$ cat config.mk
export PLATFORM = sky130hd
export DESIGN_NAME = alu_arbiter
export DESIGN_NICKNAME = d
export VERILOG_FILES = /design/src/rtl/alu_arb_pkg.sv /design/src/rtl/alu8.sv /design/src/rtl/rr_arb2.sv /design/src/rtl/alu_arbiter.sv
export SDC_FILE = /design/constraint.sdc
export NUM_CORES = 1
export LEC_CHECK = 0
export ABC_AREA = 1
export CORE_AREA = 2 2 87 89
export CTS_CLUSTER_DIAMETER = 30
export CTS_CLUSTER_SIZE = 28
export DETAILED_ROUTE_END_ITERATION = 6
export DIE_AREA = 0 0 89 91
export DONT_BUFFER_PORTS = 1
export PLACE_DENSITY = 0.8
export SYNTH_ARGS = -nofsm -noshare
export SYNTH_HDL_FRONTEND = slang
export SYNTH_HIERARCHICAL = 1
export SYNTH_SLANG_ARGS = --single-unit
$ cat constraint.sdc
create_clock -name clk -period 4.8 [get_ports clk]
set_input_delay 0.96 -clock clk [delete_from_list [all_inputs] [get_ports clk]]
set_output_delay 0.96 -clock clk [all_outputs]
set_load 0.02 [all_outputs]
$ cat src/rtl/alu_arb_pkg.sv
// Shared types and constants for the two-port ALU arbiter.
package alu_arb_pkg;

    localparam int DATA_W = 8;
    localparam int OPS_W  = 4;

    // Opcodes understood by the shared ALU; anything above OP_LAST is illegal.
    localparam logic [OPS_W-1:0] OP_NOP  = 4'd0;
    localparam logic [OPS_W-1:0] OP_ADD  = 4'd1;
    localparam logic [OPS_W-1:0] OP_SUB  = 4'd2;
    localparam logic [OPS_W-1:0] OP_AND  = 4'd3;
    localparam logic [OPS_W-1:0] OP_OR   = 4'd4;
    localparam logic [OPS_W-1:0] OP_XOR  = 4'd5;
    localparam logic [OPS_W-1:0] OP_NOT  = 4'd6;
    localparam logic [OPS_W-1:0] OP_SHL  = 4'd7;
    localparam logic [OPS_W-1:0] OP_SHR  = 4'd8;
    localparam logic [OPS_W-1:0] OP_LAST = 4'd8;

    typedef enum logic [1:0] {
        IDLE,
        EXEC,
        RESP
    } state_t;

    function automatic logic op_illegal(input logic [OPS_W-1:0] s);
        return s > OP_LAST;
    endfunction

endpackage

$ cat src/rtl/alu8.sv
// Combinational 8-bit ALU shared by the arbiter's requesters.
module alu8
    import alu_arb_pkg::*;
(
    input  logic [DATA_W-1:0] a,
    input  logic [DATA_W-1:0] b,
    input  logic [OPS_W-1:0]  s,
    output logic [DATA_W-1:0] result,
    output logic              err
);

    // Opcode decode; ADD/SUB wrap naturally at 8 bits, illegal codes give 0.
    always_comb begin
        result = '0;
        err    = op_illegal(s);
        case (s)
            OP_NOP: result = '0;
            OP_ADD: result = a + b;
            OP_SUB: result = a - b;
            OP_AND: result = a & b;
            OP_OR:  result = a | b;
            OP_XOR: result = a ^ b;
            OP_NOT: result = ~a;
            OP_SHL: result = {a[DATA_W-2:0], 1'b0};
            OP_SHR: result = {1'b0, a[DATA_W-1:1]};
            default: result = '0;
        endcase
    end

endmodule

$ cat src/rtl/rr_arb2.sv
// Two-way grant: round-robin on contention when FAIR!=0, else port 0 first.
module rr_arb2 #(
    parameter int FAIR = 1
) (
    input  logic [1:0] valid,
    input  logic       last_grant,
    output logic [1:0] gnt
);

    // On a tie, port 1 wins only in fair mode when port 0 was granted last.
    logic tie_to1;

    assign tie_to1 = (FAIR != 0) && !last_grant;

    // One-hot grant; zero when nobody is asking.
    always_comb begin
        gnt    = 2'b00;
        gnt[0] = valid[0] & ~(valid[1] & tie_to1);
        gnt[1] = valid[1] & (~valid[0] | tie_to1);
    end

endmodule

$ cat src/rtl/alu_arbiter.sv
// Shares one ALU between two requesters; one operation in flight at a time.
module alu_arbiter
    import alu_arb_pkg::*;
#(
    parameter int FAIR  = 1,
    parameter int CNT_W = 16
) (
    input  logic                clk,
    input  logic                rst,
    input  logic                req0_valid,
    output logic                req0_ready,
    input  logic [DATA_W-1:0]   req0_opA,
    input  logic [DATA_W-1:0]   req0_opB,
    input  logic [OPS_W-1:0]    req0_opS,
    input  logic                req1_valid,
    output logic                req1_ready,
    input  logic [DATA_W-1:0]   req1_opA,
    input  logic [DATA_W-1:0]   req1_opB,
    input  logic [OPS_W-1:0]    req1_opS,
    output logic                rsp0_valid,
    input  logic                rsp0_ready,
    output logic [DATA_W-1:0]   rsp0_result,
    output logic                rsp0_err,
    output logic                rsp0_zero,
    output logic                rsp1_valid,
    input  logic                rsp1_ready,
    output logic [DATA_W-1:0]   rsp1_result,
    output logic                rsp1_err,
    output logic                rsp1_zero,
    output logic                busy,
    output logic [CNT_W-1:0]    done_count
);

    logic [1:0]                req_vld;
    logic [1:0]                gnt;
    logic [1:0][DATA_W-1:0]    req_a;
    logic [1:0][DATA_W-1:0]    req_b;
    logic [1:0][OPS_W-1:0]     req_s;

    state_t                    state;
    logic                      owner;
    logic                      last_grant;
    logic [DATA_W-1:0]         op_a;
    logic [DATA_W-1:0]         op_b;
    logic [OPS_W-1:0]          op_s;
    logic [DATA_W-1:0]         res_q;
    logic                      err_q;
    logic                      zero_q;
    logic [1:0]                rsp_vld;
    logic [1:0]                rsp_rdy;
    logic                      rsp_hs;

    logic [DATA_W-1:0]         alu_res;
    logic                      alu_err;

    logic [1:0][DATA_W-1:0]    rsp_res;
    logic [1:0]                rsp_e;
    logic [1:0]                rsp_z;

    assign req_vld = {req1_valid, req0_valid};
    assign req_a   = {req1_opA, req0_opA};
    assign req_b   = {req1_opB, req0_opB};
    assign req_s   = {req1_opS, req0_opS};
    assign rsp_rdy = {rsp1_ready, rsp0_ready};
    assign rsp_hs  = |(rsp_vld & rsp_rdy);

    rr_arb2 #(.FAIR(FAIR)) u_arb (
        .valid      (req_vld),
        .last_grant (last_grant),
        .gnt        (gnt)
    );

    alu8 u_alu (
        .a      (op_a),
        .b      (op_b),
        .s      (op_s),
        .result (alu_res),
        .err    (alu_err)
    );

    // Accept is only possible from IDLE, so ready is the grant gated by state.
    assign req0_ready = (state == IDLE) & gnt[0];
    assign req1_ready = (state == IDLE) & gnt[1];
    assign busy       = (state != IDLE);

    // Control FSM: latch the granted request, run the ALU for a cycle, hold the result.
    always_ff @(posedge clk or posedge rst) begin
        if (rst) begin
            state      <= IDLE;
            owner      <= 1'b0;
            last_grant <= 1'b1;
            op_a       <= '0;
            op_b       <= '0;
            op_s       <= '0;
            res_q      <= '0;
            err_q      <= 1'b0;
            zero_q     <= 1'b0;
            rsp_vld    <= 2'b00;
            done_count <= '0;
        end else begin
            case (state)
                IDLE: begin
                    if (|gnt) begin
                        owner      <= gnt[1];
                        last_grant <= gnt[1];
                        op_a       <= req_a[gnt[1]];
                        op_b       <= req_b[gnt[1]];
                        op_s       <= req_s[gnt[1]];
                        state      <= EXEC;
                    end
                end
                EXEC: begin
                    res_q   <= alu_res;
                    err_q   <= alu_err;
                    zero_q  <= (alu_res == '0);
                    rsp_vld <= owner ? 2'b10 : 2'b01;
                    state   <= RESP;
                end
                RESP: begin
                    if (rsp_hs) begin
                        rsp_vld    <= 2'b00;
                        done_count <= done_count + CNT_W'(1);
                        state      <= IDLE;
                    end
                end
                default: state <= IDLE;
            endcase
        end
    end

    // Only the owning port sees the captured result; the other reads zero.
    for (genvar p = 0; p < 2; p++) begin : g_rsp
        assign rsp_res[p] = rsp_vld[p] ? res_q : '0;
        assign rsp_e[p]   = rsp_vld[p] & err_q;
        assign rsp_z[p]   = rsp_vld[p] & zero_q;
    end

    assign rsp0_valid  = rsp_vld[0];
    assign rsp1_valid  = rsp_vld[1];
    assign rsp0_result = rsp_res[0];
    assign rsp1_result = rsp_res[1];
    assign rsp0_err    = rsp_e[0];
    assign rsp1_err    = rsp_e[1];
    assign rsp0_zero   = rsp_z[0];
    assign rsp1_zero   = rsp_z[1];

endmodule

==> qor.yml <==
hold_slack_ps: 481
grt_max_degree: 53
layout.nets: 607
rows: 31
status: "completed"
setup_viol: 0
fin_ws_ps: 1450
cts_buffers: 5
postCtsHoldBufs: 0
cts_tree: "built"
cts_setup_buffers: 0
fillers: 675
worstMarginPinSlew_ps: 1030
cts_resized: 0
placed_area_sq_mm: 0.00387
hold_viol_final: 0
rrSetupSlack_ps: 1960
syn_to_final_growth_pct: 4.10
async_reset_ff_share_pct: 100
avgSynthCellArea_sq_um: 7.06
avgViaCountPerCell: 5.25
wl_met1_um: 4110
grt_overflow: 0
irDropWorstVdd_mv: 0.383
arrival_ps: 2390
wl_met3_um: 460
die_y_um: 91
reg2reg_from: "op_s[3]"
cp_cell_sequence: "a21boi_2 -> inv_2 -> nor2_1"
drive_above_1_share_pct: 7.09
syn-num-nets: 612
critical_path_class: "input port to output pin"
place_inst: 627
worstHoldEndpoint: "rsp_vld[0]"
antenna_cells: 0
numPortBuffers: 0
synthCells: 540
worstHoldStart: "owner"
initial_core_util_pct: 53.4
critPathTopFamily: "compound AO/OA/AOI/OAI gates"
rsz0062_at_grt: "false"
vias: 3333
slowest_stage: "a21boi_2"
slew_violations: 0
period_minus_slack_ps: 3350
first_iter_violations: 259
routed-wl-met2_um: 3600
drc_errors: 0
antenna_left: 0
syn_area_sq_mm: 0.00381
maxCapViolations: 0
synthFlopType: "dfrtp_1"
cts-root-buf: "clkbuf_8"
clock_skew_ps: 9.69
worstReg2RegEnd: "zero_q"
grt_pass1_vias: 2985
htreeDepth: 2
end_kind: "output pin"
fin_util_pct: 55.6
clockBufferDepth: 2
dpl.hpwl_um: 6470
worstPathMaxFanout: 22
path_clk_slew_ps: 100
synth_edf_count: 0
grt_pass1_wl_um: 13800
crit_path_start_kind: "input port"
synth.distinct_cells: 34
antenna_found_initial: 0
min_path_type: "register to register"
fmax_mhz: 299
avgRoutedWirePerCell_um: 13.0
core-area_sq_mm: 0.00714
clkSinkCount: 52
synth_seq_area_share_pct: 34.2
top_layer: "met4"
clk_latency_ps: 310
first_pass_iters: 6
holdPathStages: 1
final.period_utilization_pct: 69.8
die_area_sq_mm: 0.00810
p_total_mw: 2.66
r2r_cells: 14
io_pins: 87
setup.worst_path.start: "req1_valid"
routed_wl_um: 8230
ys_warn_count: 6
crit_path_max_incr_delay_ps: 620
maxSlewHeadroom_pct: 31.2
design_area_sq_mm: 0.00397
leakage_nw: 2.16
fin_cells: 635
setup_tns_ps: 0
pwr_density_cell_mw_per_mm2: 672
grtUsageTotal_pct: 20.9
dp_slack_ps: 1470
die_w_um: 89
critPathBufInv: 1
crit_required_ps: 3840
ys_ff_latch: 52
gp_congestion: 0.955
==> area by class of cell <==
| type | instances | area (sq um) | share of cell area (%) |
|---|---|---|---|
| Clock buffer | 6 | 82.6 | 2.08 |
| Tap cell | 99 | 124 | 3.12 |
| Clock inverter | 2 | 13.8 | 0.347 |
| Inverter | 88 | 330 | 8.33 |
| Multi-Input combinational cell | 388 | 2110 | 53.3 |
| Sequential cell | 52 | 1300 | 32.8 |
==> cell usage after synthesis, types with 3 or more instances <==
master,count,area (sq um)
nand4_1,7,43.8
xnor2_1,3,26.3
nor2_1,49,184
nor2_2,4,25.0
nor2_4,5,56.3
dfrtp_1,51,1280
inv_1,82,308
a31oi_1,21,131
nand3b_1,6,45.0
nand2_1,159,597
buf_2,3,15.0
nand2_4,4,45.0
o211ai_1,3,22.5
nand3_1,32,160
o22ai_1,4,25.0
ha_1,25,313
nand2_2,3,18.8
xor2_1,12,105
o21ai_0,25,125
inv_2,6,22.5
a21oi_1,13,65.1
clkbuf_1,7,26.3
==> worst max path at each step <==
| stage | end | slack, ps | cells after the start |
|---|---|---|---|
| CTS | req1_ready | 1470 | 3 |
| detailed placement | req1_ready | 1470 | 3 |
| global placement | req1_ready | 1520 | 3 |
| floorplan | req1_ready | 2300 | 3 |
| global route | req1_ready | 1330 | 3 |
| finish | req1_ready | 1450 | 3 |
==> registers in the layout (all words and copies together), names as in the netlist <==
signal	cells
done_count	16
err_q	1
last_grant	1
op_a	8
op_b	8
op_s	4
owner	1
res_q	8
rsp_vld	2
state	2
zero_q	1
==> worst register-to-register path, cell delays in order, from the launching register on <==
cell	delay [ps]
dfrtp_1	480
nor2_4	290
nand2_4	150
o21ai_0	420
inv_1	110
ha_1	210
a21oi_1	210
nand2_1	150
a21oi_1	200
nand3_1	90
nand3_1	80
nand2_1	60
inv_1	70
nand4_1	90
o21ai_0	160
==> placed cells by master (no fill, tap or decap), types with 4 or more instances in the layout <==
cell type and n:
a21oi_1 13, ha_1 25, nand2_4 4, nand3_1 32, nor2_1 49, nor2_2 4, o22ai_1 4, dfrtp_1 51
inv_2 7, xor2_1 12, nand3b_1 6, a31oi_1 21, nor2_4 5, clkbuf_8 6, inv_1 81, nand4_1 7
nand2_1 159, o21ai_0 25
==> routing by layer <==
layer	up-vias	track usage, %
li1	1699	-
met1	1499	31.9
met2	129	31.2
met3	6	3.45
met4	0	4.60
met5	-	0
==> cell families (layout without fill, tap and decap cells) <==
| family | after synthesis | count (layout) | share of synthesized area (%) |
|---|---|---|---|
| and+or+nand+nor | 274 | 274 | 31.8 |
| buffers and inverters | 100 | 96 | 10.3 |
| AOI/OAI and AO/OA | 73 | 73 | 11.5 |
| DFF | 52 | 52 | 34.2 |
| adders and majority gates | 26 | 26 | 8.74 |
| xor gates and xnor gates | 15 | 15 | 3.45 |
==> power breakdown <==
part           leakage [nW]  internal, mW  total (mW)  switching, mW
clock                0.0516         0.118       0.268          0.150
combinational          1.48         0.523        1.54           1.02
sequential            0.637         0.603       0.859          0.255
total                  2.16          1.24        2.66           1.42
Note: power is estimated with default switching activity, not from simulation.
